### config.mk
export PLATFORM = sky130hd
export DESIGN_NAME = uart_rx_ctrl
export DESIGN_NICKNAME = d
export VERILOG_FILES = /design/src/rtl/pUart.sv /design/src/rtl/mFifoSync.sv /design/src/rtl/uart_rx_ctrl.sv
export SDC_FILE = /design/constraint.sdc
export NUM_CORES = 1
export LEC_CHECK = 0
export BUFFER_PORTS_ARGS = -buffer_cell sky130_fd_sc_hd__buf_2
export CAP_MARGIN = 20
export CORE_MARGIN = 2
export CORE_UTILIZATION = 33
export DETAILED_ROUTE_END_ITERATION = 10
export SLEW_MARGIN = 20
export SYNTH_ARGS = -nofsm -noshare
export SYNTH_HDL_FRONTEND = slang
export SYNTH_SLANG_ARGS = --single-unit
export TNS_END_PERCENT = 10
### constraint.sdc
create_clock -name clk -period 2.8 [get_ports clk]
set_input_delay 0.28 -clock clk [delete_from_list [all_inputs] [get_ports clk]]
set_output_delay 0.28 -clock clk [all_outputs]
set_load 0.05 [all_outputs]
### src/rtl/pUart.sv
// Shared register map and bit positions for the UART receive controller.
package pUart;

    localparam logic [1:0] ADR_DATA   = 2'd0;
    localparam logic [1:0] ADR_STATUS = 2'd1;
    localparam logic [1:0] ADR_CTRL   = 2'd2;
    localparam logic [1:0] ADR_DIV    = 2'd3;

    localparam int unsigned ST_NOT_EMPTY = 0;
    localparam int unsigned ST_FULL      = 1;
    localparam int unsigned ST_OVERRUN   = 2;
    localparam int unsigned ST_FRAME_ERR = 3;

    localparam int unsigned CTRL_RX_EN   = 0;
    localparam int unsigned CTRL_IE_DATA = 1;
    localparam int unsigned CTRL_IE_ERR  = 2;
    localparam int unsigned CTRL_W       = 3;

    typedef enum logic {
        BUS_IDLE = 1'b0,
        BUS_ACK  = 1'b1
    } bus_state_t;

endpackage

### src/rtl/mFifoSync.sv
// Single-clock FIFO with wrapping pointers; head data is visible combinationally.
module mFifoSync #(
    parameter int unsigned DEPTH = 8,
    parameter int unsigned WIDTH = 8
) (
    input  logic                     clk,
    input  logic                     rst,
    input  logic                     push,
    input  logic                     pop,
    input  logic [WIDTH-1:0]         wdata,
    output logic [WIDTH-1:0]         rdata,
    output logic [$clog2(DEPTH):0]   count,
    output logic                     full,
    output logic                     empty
);

    localparam int unsigned AW = $clog2(DEPTH);
    localparam int unsigned CW = AW + 1;

    logic [WIDTH-1:0] mem [DEPTH];
    logic [AW-1:0]    wr_ptr;
    logic [AW-1:0]    rd_ptr;
    logic             do_push;
    logic             do_pop;

    assign full    = (count == CW'(DEPTH));
    assign empty   = (count == '0);
    assign do_pop  = pop & ~empty;
    // A full FIFO still accepts a push when the same cycle frees the head slot.
    assign do_push = push & (~full | do_pop);
    assign rdata   = mem[rd_ptr];

    always_ff @(posedge clk) begin
        if (rst) begin
            wr_ptr <= '0;
            rd_ptr <= '0;
            count  <= '0;
        end else begin
            if (do_push) wr_ptr <= wr_ptr + AW'(1);
            if (do_pop)  rd_ptr <= rd_ptr + AW'(1);
            case ({do_push, do_pop})
                2'b10:   count <= count + CW'(1);
                2'b01:   count <= count - CW'(1);
                default: count <= count;
            endcase
        end
    end

    always_ff @(posedge clk) begin
        if (!rst && do_push) mem[wr_ptr] <= wdata;
    end

endmodule

### src/rtl/uart_rx_ctrl.sv
// Wishbone register front-end for a UART receiver: receive FIFO, sticky errors, interrupt, baud divisor.
module uart_rx_ctrl
    import pUart::*;
#(
    parameter int unsigned FIFO_DEPTH = 8,
    parameter logic [15:0] DIV_RESET  = 16'd104
) (
    input  logic        clk,
    input  logic        rst,
    input  logic        wb_cyc,
    input  logic        wb_stb,
    input  logic        wb_we,
    input  logic [1:0]  wb_adr,
    input  logic [15:0] wb_dat_i,
    output logic [15:0] wb_dat_o,
    output logic        wb_ack,
    input  logic        rx_valid,
    input  logic [7:0]  rx_data,
    input  logic        rx_ferr,
    output logic        rx_en,
    output logic [15:0] baud_div,
    output logic        irq
);

    localparam int unsigned CW = $clog2(FIFO_DEPTH) + 1;

    bus_state_t          state;
    bus_state_t          state_nxt;
    logic [CTRL_W-1:0]   ctrl;
    logic [15:0]         div;
    logic                overrun;
    logic                frame_err;
    logic                pop_pend;

    logic [7:0]          fifo_head;
    logic [CW-1:0]       fifo_count;
    logic                fifo_full;
    logic                fifo_empty;
    logic                fifo_pop_c;
    logic                push_req_c;
    logic                req_c;
    logic                commit_c;
    logic [15:0]         status_c;
    logic [15:0]         rd_word_c;

    always_ff @(posedge clk) begin
        if (rst) state <= BUS_IDLE;
        else     state <= state_nxt;
    end

    // Ack follows one cycle after a strobe, then forces an idle cycle.
    always_comb begin
        state_nxt = state;
        case (state)
            BUS_IDLE: if (wb_cyc && wb_stb) state_nxt = BUS_ACK;
            BUS_ACK:  state_nxt = BUS_IDLE;
            default:  state_nxt = BUS_IDLE;
        endcase
    end

    assign wb_ack     = (state == BUS_ACK);
    assign req_c      = wb_cyc & wb_stb & (state == BUS_IDLE);
    assign commit_c   = wb_ack & wb_cyc & wb_stb & wb_we;
    assign fifo_pop_c = wb_ack & pop_pend;
    assign push_req_c = rx_valid & ctrl[CTRL_RX_EN];

    mFifoSync #(
        .DEPTH (FIFO_DEPTH),
        .WIDTH (8)
    ) u_fifo (
        .clk   (clk),
        .rst   (rst),
        .push  (push_req_c),
        .pop   (fifo_pop_c),
        .wdata (rx_data),
        .rdata (fifo_head),
        .count (fifo_count),
        .full  (fifo_full),
        .empty (fifo_empty)
    );

    always_comb begin
        status_c               = '0;
        status_c[ST_NOT_EMPTY] = ~fifo_empty;
        status_c[ST_FULL]      = fifo_full;
        status_c[ST_OVERRUN]   = overrun;
        status_c[ST_FRAME_ERR] = frame_err;
        status_c[15:8]         = 8'(fifo_count);
    end

    always_comb begin
        rd_word_c = '0;
        case (wb_adr)
            ADR_DATA:   rd_word_c = fifo_empty ? 16'h0000 : {8'h00, fifo_head};
            ADR_STATUS: rd_word_c = status_c;
            ADR_CTRL:   rd_word_c = 16'(ctrl);
            ADR_DIV:    rd_word_c = div;
            default:    rd_word_c = '0;
        endcase
    end

    // Read data is captured at the request edge; a DATA pop is committed at the end of the ack cycle.
    always_ff @(posedge clk) begin
        if (rst) begin
            wb_dat_o <= '0;
            pop_pend <= 1'b0;
        end else begin
            pop_pend <= req_c & ~wb_we & (wb_adr == ADR_DATA) & ~fifo_empty;
            if (req_c && !wb_we) wb_dat_o <= rd_word_c;
        end
    end

    // Hardware sets of sticky flags take priority over a same-cycle W1C clear.
    always_ff @(posedge clk) begin
        if (rst) begin
            ctrl      <= '0;
            div       <= DIV_RESET;
            overrun   <= 1'b0;
            frame_err <= 1'b0;
        end else begin
            if (commit_c && wb_adr == ADR_CTRL) ctrl <= wb_dat_i[CTRL_W-1:0];
            if (commit_c && wb_adr == ADR_DIV)  div  <= wb_dat_i;

            if (push_req_c && fifo_full && !fifo_pop_c)
                overrun <= 1'b1;
            else if (commit_c && wb_adr == ADR_STATUS && wb_dat_i[ST_OVERRUN])
                overrun <= 1'b0;

            if (push_req_c && rx_ferr)
                frame_err <= 1'b1;
            else if (commit_c && wb_adr == ADR_STATUS && wb_dat_i[ST_FRAME_ERR])
                frame_err <= 1'b0;
        end
    end

    always_ff @(posedge clk) begin
        if (rst) irq <= 1'b0;
        else     irq <= (ctrl[CTRL_IE_DATA] & ~fifo_empty)
                      | (ctrl[CTRL_IE_ERR] & (overrun | frame_err));
    end

    assign rx_en    = ctrl[CTRL_RX_EN];
    assign baud_div = div;

endmodule
==> out/qor.yml <==
job:
  cap_violations: 0
route:
  drt_wl_total_um: 10600
  first_pass_iters: 4
  highest_layer: "met5"
  drc: 0
  vias_per_cell: 4.98
  drtAntennaViolNets: 0
  route.met3.wl_um: 689
  dr_wl_met2_um: 5090
  first_iter_violations: 220
  wl_per_cell_um: 16.8
  via_count: 3146
  met1_length_um: 4680
worst_setup_path:
  endpoint_kind: "flip-flop"
  start_kind: "flip-flop"
  critical_path_required_ps: 3130
  crit_type: "flip-flop to flip-flop"
  worstPathMaxFanout: 10
  arrival_ps: 2900
  rr_worst_depth: 9
yosys:
  yosys.area_share.simple_pct: 12.5
  synth_top_family_by_area: "multiplexers"
  synth_nets: 397
  syn_inst: 359
  synthFlopType: "edfxtp_1"
  ys_ff_latch: 117
  yosysSeqAreaShare_pct: 62.6
  synth.distinct_cells: 44
  netlist_area_sq_um: 4760
  synth_warnings: 0
  synth-compound-area-share_pct: 5.91
  synth_fa_ha_area_share_pct: 1.31
  async_reset_ff_share_pct: 0
  avgSynthCellArea_sq_um: 13.3
  synth_edf_count: 64
  synth_xor_area_share_pct: 1.10
  muxShareOfSynthArea_pct: 13.9
placed_design:
  placed_area_sq_um: 5330
  dpl.cell_count: 600
  dp_hpwl_um: 7140
  port_buffers: 67
  gp_congestion: 0.768
  pre_cts_ws_ps: 141
final_layout:
  fin_area_sq_um: 5930
  fin_util_pct: 42.4
  nNetsFinal: 477
  drive_gt1_share_pct: 30.1
  diodes: 0
  area_growth_pct: 24.5
  fin_cells: 632
  fill_cells: 1279
  layout_commonest_cell: "buf_2"
  final_cell_mix: "buf_2 (67), edfxtp_1 (64), dfxtp_1 (53), nand2_1 (49), a21oi_1 (29)"
cts:
  htreeDepth: 4
  cts_tree: "done"
  postCtsHoldBufs: 0
  cts.path.max_buffers: 2
  path_clk_slew_ps: 60
  cts_inserted_buffers: 17
  cts_root_buf: "clkbuf_16"
  clk_latency_ps: 410
  cts_sinks: 117
sta:
  timing.fmax_mhz: 389
  fin_ws_ps: 228
  final_max_slew_viol_count: 0
  fin_skew_ps: 9.22
  final-hold-violation-count: 0
  rsz0062_at_grt: "no"
  whs_ps: 89.8
  maxSlewHeadroom_pct: 55.2
  finalSetupTns_ps: 0
  worst-slew-pin-transition_ps: 672
  setup_viol: 0
  finalCriticalPeriod_ps: 2570
  min_period_over_period_pct: 91.9
global_route:
  grt_pass1_vias: 3153
  grt_pass1_wl_um: 16400
  grt_max_degree: 45
  antenna_found_initial: 1
  overflow: 0
  grt_use_total_pct: 14.7
power:
  p_leak_nw: 2.17
  vdd_drop_max_mv: 0.449
  cellPowerDensity_nw_per_um2: 691
  power_mw: 4.10
status:
  status: "complete, no violations"
floorplanning:
  die_area_sq_um: 15400
  placementRows: 43
  die_h_um: 124
  die_width_um: 124
  start_util_pct: 34.1
  core-area_sq_um: 14000
  ios: 68
worst_hold_path:
  worstHoldPathCells: 3
  hold_class: "input port to flip-flop"
## worst paths after layout
kind,endpoint,slack [ps],startpoint
worst max-delay path,u_fifo.count[2],230,u_fifo.count[1]
worst min-delay path,baud_div[6],90,wb_dat_i[6]
worst max register to register,u_fifo.count[2],230,u_fifo.count[1]
worst min register to register,wb_dat_o[8],450,wb_dat_o[8]
## cell usage after synthesis (4+ instances only)
master,instances,area share (%)
nor4_1,4,0.53
ha_1,5,1.3
mux4_1,13,7.2
dfxtp_1,53,22
mux2_2,17,4.0
mux2i_1,6,1.3
nor3_1,11,1.2
nor2_1,23,1.8
nand3_1,11,1.2
nand2_1,49,3.9
edfxtp_1,64,40
nor3b_1,4,0.63
clkbuf_1,16,1.3
a21oi_1,30,3.2
nand3b_1,5,0.79
## repair_timing
item | CTS | global route
endpoints found under the setup margin | 0 | 1
hold endpoints to repair | 0 | 0
resized for setup | 0 | 2
buffers inserted | 0 | 0
## sequential cells by signal, indices dropped and copies added (netlist names), named ones only
| signal | count |
|---|---|
| u_fifo.mem | 64 |
| baud_div | 16 |
| wb_dat_o | 16 |
| u_fifo.count | 4 |
| ctrl | 3 |
| u_fifo.rd_ptr | 3 |
| u_fifo.wr_ptr | 3 |
| frame_err | 1 |
| irq | 1 |
| overrun | 1 |
| pop_pend | 1 |
| wb_ack | 1 |
## power by group
group,leakage [nW],internal [mW],switching (mW)
Clock,0.282,1.40,0.758
Sequential,1.00,1.82,0.00502
Combinational,0.887,0.0362,0.0838
## cell families (layout without fill, tap and decap cells)
logic type	count (synthesis)	in the layout
DFF	117	117
buffers and inverters	24	117
and+or+nand+nor	122	122
AOI/OAI and AO/OA	46	46
muxes	39	39
xor gates and xnor gates	6	6
adders and majority gates	5	5
## metal layers
| layer | vias up | global-route usage (%) |
|---|---|---|
| met5 | - | 0 |
| met4 | 2 | 6.32 |
| met3 | 14 | 5.27 |
| met2 | 93 | 24.3 |
| met1 | 1527 | 17.2 |
| li1 | 1510 | - |
## critical path, cell delays in order, from the launching register on
cell and delay, ps:
dfxtp_1 420, nor4_1 450, nor2_1 200, ha_1 320, xor2_1 170, ha_1 190, a21oi_1 140, xor2_1 100
or3_1 310, a21oi_1 180
## layout make-up
class | count | area, sq um | area share (%)
clock inverter | 12 | 154 | 2.60
inverter | 2 | 7.51 | 0.127
sequential | 117 | 2980 | 50.3
timing repair buffer | 83 | 455 | 7.68
tap | 180 | 225 | 3.80
clock buffer | 20 | 437 | 7.36
multi-input combinational | 218 | 1670 | 28.1
Power figures use the tool's default switching activity.
